`src/rtl/mau_pkg.sv`:
```
// Shared types and narrowing helper for the FFT butterfly datapath.
// MAU_SATURATE_EN selects clamping instead of two's-complement wrap in narrow().
package mau_pkg;
  localparam int DATA_W = 16;
  localparam int FRAC_W = 15;
  localparam int ACC_W  = 2*DATA_W+1;
  localparam int PROD_W = DATA_W+2;
  localparam int SUM_W  = DATA_W+3;

  typedef struct packed {
    logic signed [DATA_W-1:0] re;
    logic signed [DATA_W-1:0] im;
  } cplx_t;

  localparam logic [DATA_W-1:0] SAT_MAX = {1'b0, {(DATA_W-1){1'b1}}};
  localparam logic [DATA_W-1:0] SAT_MIN = {1'b1, {(DATA_W-1){1'b0}}};

  function automatic logic [DATA_W-1:0] narrow(input logic signed [SUM_W-1:0] x);
`ifdef MAU_SATURATE_EN
    // bits above the result sign must all match it, otherwise the lane overflowed
    if (!x[SUM_W-1] && (|x[SUM_W-2:DATA_W-1]))
      return SAT_MAX;
    else if (x[SUM_W-1] && !(&x[SUM_W-2:DATA_W-1]))
      return SAT_MIN;
    else
      return x[DATA_W-1:0];
`else
    return DATA_W'(x);
`endif
  endfunction
endpackage

```
`src/rtl/complex_mult.sv`:
```
// Combinational w*B: full-precision partials, wide accumulate, arithmetic shift by FRAC_W.
module complex_mult
  import mau_pkg::*;
(
  input  cplx_t                    w,
  input  cplx_t                    b,
  output logic signed [PROD_W-1:0] pr,
  output logic signed [PROD_W-1:0] pi
);
  logic signed [2*DATA_W-1:0] rr, ii, ri, ir;
  logic signed [ACC_W-1:0]    pr_full, pi_full;

  assign rr = $signed(w.re) * $signed(b.re);
  assign ii = $signed(w.im) * $signed(b.im);
  assign ri = $signed(w.re) * $signed(b.im);
  assign ir = $signed(w.im) * $signed(b.re);

  // one extra bit: (-2^15)^2 + (-2^15)^2 = 2^31 does not fit in 2*DATA_W signed
  assign pr_full = $signed({rr[2*DATA_W-1], rr}) - $signed({ii[2*DATA_W-1], ii});
  assign pi_full = $signed({ri[2*DATA_W-1], ri}) + $signed({ir[2*DATA_W-1], ir});

  assign pr = PROD_W'(pr_full >>> FRAC_W);
  assign pi = PROD_W'(pi_full >>> FRAC_W);
endmodule

```
`src/rtl/multiply_add_unit.sv`:
```
// Radix-2 butterfly Y = A + w*B, Z = A - w*B, registered, 1-cycle latency.
// Narrowing follows MAU_SATURATE_EN (see mau_pkg::narrow).
module multiply_add_unit
  import mau_pkg::*;
(
  input  logic                Clk,
  input  logic                Rst,
  input  logic [2*DATA_W-1:0] A,
  input  logic [2*DATA_W-1:0] B,
  input  logic [2*DATA_W-1:0] w,
  output logic [2*DATA_W-1:0] Y,
  output logic [2*DATA_W-1:0] Z
);
  cplx_t                    a, b, tw;
  logic signed [PROD_W-1:0] pr, pi;
  logic signed [SUM_W-1:0]  ar_x, ai_x, pr_x, pi_x;
  logic signed [SUM_W-1:0]  yr, yi, zr, zi;

  assign a  = A;
  assign b  = B;
  assign tw = w;

  complex_mult u_cmul (
    .w  (tw),
    .b  (b),
    .pr (pr),
    .pi (pi)
  );

  assign ar_x = SUM_W'($signed(a.re));
  assign ai_x = SUM_W'($signed(a.im));
  assign pr_x = SUM_W'(pr);
  assign pi_x = SUM_W'(pi);

  assign yr = ar_x + pr_x;
  assign yi = ai_x + pi_x;
  assign zr = ar_x - pr_x;
  assign zi = ai_x - pi_x;

  always_ff @(posedge Clk or posedge Rst) begin
    if (Rst) begin
      Y <= '0;
      Z <= '0;
    end else begin
      Y <= {narrow(yr), narrow(yi)};
      Z <= {narrow(zr), narrow(zi)};
    end
  end
endmodule

```
`config.mk`:
```
export PLATFORM = sky130hd
export DESIGN_NAME = multiply_add_unit
export DESIGN_NICKNAME = d
export VERILOG_FILES = /design/src/rtl/mau_pkg.sv /design/src/rtl/complex_mult.sv /design/src/rtl/multiply_add_unit.sv
export SDC_FILE = /design/constraint.sdc
export NUM_CORES = 2
export LEC_CHECK = 0
export ABC_AREA = 1
export ABC_CLOCK_PERIOD_IN_PS = 2600
export CORE_MARGIN = 5
export CORE_UTILIZATION = 65
export DETAILED_ROUTE_END_ITERATION = 6
export PLACE_DENSITY = 0.93
export SLEW_MARGIN = 20
export SYNTH_ARGS = -nofsm -noshare
export SYNTH_HDL_FRONTEND = slang
export SYNTH_SLANG_ARGS = --single-unit
```
`constraint.sdc`:
```
create_clock -name Clk -period 2.6 [get_ports Clk]
set_clock_uncertainty 0.15 [all_clocks]
set_input_delay 0.52 -clock Clk [delete_from_list [all_inputs] [get_ports Clk]]
set_output_delay 0.52 -clock Clk [all_outputs]
set_load 0.05 [all_outputs]
```
==> results of run 1 <==
[cell families after synthesis]
| kind of cell | after synthesis |
|---|---|
| buffers and inverters | 2205 |
| xor gates and xnor gates | 102 |
| DFF | 62 |
| AOI/OAI and AO/OA | 236 |
| adders and majority gates | 1478 |
| and+or+nand+nor | 1562 |
[repair_timing]
| item | in CTS |
|---|---|
| resized for setup | 1000 |
| gates cloned | 21 |
| buffers inserted | 325 |
| endpoints found under the setup margin | 62 |
| pin swaps | 442 |
[cells in the mapped netlist, drive strengths merged]
cell     count  area, um^2
a21oi      112         572
o21ai       63         327
xnor2       23         201
a211oi       3        22.5
a21o        15         113
nand4        9        56.3
o211a        1        10.0
ha         355        4440
nor3        19        95.1
xor2        79         692
and2         1        6.26
o211ai       1        7.51
nor2       118         443
a211o        1        8.76
fa        1123       22500
o21a         1        7.51
o21bai      15         120
nor4         7        43.8
nand2     1304        4890
a21boi       3        26.3
a221oi       5        43.8
o2111ai      1        8.76
dfrtp       62        1550
clkbuf     198         746
nand3       73         370
a31oi       10        62.6
a31o         1        8.76
o221ai       3        26.3
nand3b       3        22.5
o311ai       1        8.76
buf         16        87.6
or2         28         175
inv       1991        7470
[metal layers]
metal  track usage [%]  overflow
met1              88.7       164
met2               104      1334
met3              88.2       133
met4              96.3       660
met5              77.0        30
[metrics by stage]
step | instances | worst slack, ps | hold WS (ps)
2_1_floorplan | 5645 | -5320 | 545
3_5_place_dp | 7206 | -7080 | 784
4_1_cts | 7561 | -5840 | 398
3_3_place_gp | 7206 | -6470 | 757
==> flow_summary.toml, run 1 <==
[cts]
ctsHoldBuffers = 0
cts.sinks = 62
h-tree-depth = 3
cts_buffer_depth = 2
cts_root_buffer = "clkbuf_16"
numCtsBuffers = 9

[die]
pin_count = 162
fp-row-count = 96
start_util_pct = 65.7
dieHeight_um = 274
die_width_um = 274

[grt]
grt_use_total_pct = 93.8
grt_first_pass_wirelength_um = 520000
grt_overflow = 2321
grt_pass1_vias = 71200
grt_max_degree = 32

[synthesis]
ys_seq_area_share_pct = 3.44
syn_nets = 7221
synth_xor_area_share_pct = 1.98
synth.avg_cell_area_um2 = 8.00
ys_seq_elements = 62
syn_area_um2 = 45200
synth_cell_types = 44
synth_top_family_by_area = "adder cells"
yosysWarnings = 0
synthCells = 5645
synth_compound_area_share_pct = 3.04
yosys.area_share.simple_pct = 13.5
synthAdderAreaFrac_pct = 59.6
muxShareOfSynthArea_pct = 0

[placed_design]
place_area_um2 = 54000
place.gp.congestion = 1.01
port_buffers = 161
hpwl_um = 138000

[status]
lastStage = "global routing"
status = "aborted with a tool error"
error_line = "[ERROR GRT-0116] Global routing finished with congestion. Check the congestion regions in the DRC Viewer."
==> run 2, diff against run 1 <==
--- a/config.mk
+++ b/config.mk
@@ -8,9 +8,9 @@
 export ABC_AREA = 1
 export ABC_CLOCK_PERIOD_IN_PS = 2600
 export CORE_MARGIN = 5
-export CORE_UTILIZATION = 65
+export CORE_UTILIZATION = 40
 export DETAILED_ROUTE_END_ITERATION = 6
-export PLACE_DENSITY = 0.93
+export PLACE_DENSITY_LB_ADDON = 0.15
 export SLEW_MARGIN = 20
 export SYNTH_ARGS = -nofsm -noshare
 export SYNTH_HDL_FRONTEND = slang
==> run 2 against run 1 <==
Effect of this change:
- the flow now finishes, with violations (negative setup slack)
- area after synthesis unchanged
- synthesized cell count stayed put
==> flow_summary.toml, run 2 <==
[grt]
antenna_found_initial = 5
grt_first_pass_wirelength_um = 227000
grt_max_degree = 63
grt_use_total_pct = 24.8
grt_pass1_vias = 39800
grt_overflow = 0

[timing]
finalHoldViolCount = 0
finalSetupViolations = 62
clock.fmax_mhz = 124
max-slew-margin-rel_pct = 61.9
worst_slack_ps = -5480
worst_slew_pin_slew_ps = 571
slew_violations = 0
rsz0062_at_grt = "true"
period_share_pct = 311
fin_crit_ps = 8080

[synthesis]
ys.flop_type = "dfrtp_1"
synth_cell_types = 44
ys_seq_area_share_pct = 3.44
syn_nets = 7221
synth-edff-count = 0
yosys-top-cells-count = "1990 x inv_1, 1304 x nand2_1, 1123 x fa_1"
async_flop_share_pct = 100
ys_top_cells_by_area = "fa_1 50%, inv_1 17%, nand2_1 11%"
synth.avg_cell_area_um2 = 8.00
ys_seq_elements = 62
yosysWarnings = 0
yosysTopAreaCell = "fa_1"
syn_area_um2 = 45200
yosysMostFrequentCell = "inv_1"
synth_top_area_share_pct = 49.8
synthCells = 5645

[die]
dieHeight_um = 346
fp-row-count = 123
die_width_um = 346
die-area_um2 = 120000
pin_count = 162
core_area_um2 = 112000
start_util_pct = 40.2

[layout]
nets = 8288
finish.utilization_pct = 56.4
syn2layout_area_growth_pct = 40.2
seq_area_um2 = 1550
final_cell_mix = "1828 x inv_1, 1169 x nand2_1, 1044 x fa_1"
final_cells = 8218
largestRegisters = "Y (31), Z (31)"
layout-drive-gt1-share_pct = 28.4
multi_input_area_um2 = 38700
fillCellCount = 10200
layout_commonest_cell = "inv_1"

[critical_path]
critPathLaunchType = "input pin"
crit_path_end_kind = "flop"
crit_path_frequent_cell = "fa_1"
critPathKind = "input pin to flop"
critPathMaxStageDelay_ps = 600
critPathSlowestCell = "fa_2"
cp_max_fo = 5
cp.arrival_ps = 8210
cp.required_ps = 2730

[cts]
cts_root_buffer = "clkbuf_16"
cts_buffer_depth = 2
cts_tree = "yes"
numCtsBuffers = 9
h-tree-depth = 3
cts.sinks = 62
clk_pin_slew_ps = 60

[detailed_routing]
ant_nets = 0
wl_per_cell_um = 17.8
drt_iter0_drc = 2286
drt_pre_antenna_iters = 6
drc = 0
vias = 37600
wirelength_um = 146000
routed_via_density = 4.58

[placed_design]
dpl_worst_slack_ps = -6850
place.gp.congestion = 0.876
hpwl_um = 112000
dpl.cell_count = 7848
port_buffers = 161

[job]
drv_cap = 0

[status]
violations = "negative setup slack"
status = "finished, violations left"

[hold_path]
hold_path.class = "input pin to async pin"
## run 2: path summary, 6_finish.rpt
path | startpoint | end | slack (ps) | depth (start not counted)
max | w[27] | Z[26] | -5480 | 36
min | Rst | Y[16] | 370 | 3
max in group asynchronous | Rst | Z[1] | 1550 | 3
min in group Clk | A[16] | Y[16] | 690 | 4
## run 2: cell type report
type,instances,area share [%]
sequential,62,2.45
multi-input combinational,3378,61.2
antenna,1,0.00395
clock buffer,13,0.427
timing repair buffer,1270,21.0
tap,1500,2.96
inverter,1991,11.9
clock inverter,3,0.103
## run 2: per-layer routing
layer  routed length (um)  global-route usage, %  vias up
met5                   34                      0        -
met4                 3550                   5.65        6
met3                14000                   7.30      144
met2                64300                   37.6     1083
met1                64300                   35.3    18700
li1                     -                      -    17700
## run 2: critical path, delay by kind of cell
kind	cells	cell delay, ps
adder cells (fa/ha/maj)	10	4780
AO/OA/AOI/OAI	10	1430
buffers and inverters	10	850
XOR/XNOR	2	310
AND/OR/NAND/NOR	4	290
## run 2: cells by family after synthesis
| family | Yosys count | synth area share, % |
|---|---|---|
| adder cells (fa/ha/maj) | 1478 | 59.6 |
| AO/OA/AOI/OAI | 236 | 3.04 |
| AND/OR/NAND/NOR | 1562 | 13.5 |
| XOR/XNOR | 102 | 1.98 |
| buffers and inverters | 2205 | 18.4 |
| flip-flops | 62 | 3.44 |
## run 2: timing repair
action	in CTS	in global routing
pin swaps	376	320
hold buffers	0	0
cloned	35	1
resized for setup	874	430
setup endpoints to repair	62	62
setup buffers	278	102
## run 2: through the flow
step	TNS, ps	hold WS [ps]	area (um^2)
CTS	-313760	366	61500
detailed placement	-374650	801	55500
floorplan	-299420	545	46000
finish	-315010	367	63300
global placement	-374140	794	55500
global route	-330920	404	63300
Power of run 2 is left out: the tool's default activity adds up to more than one toggle a clock period on the data nets, which glitch-free logic cannot reach.
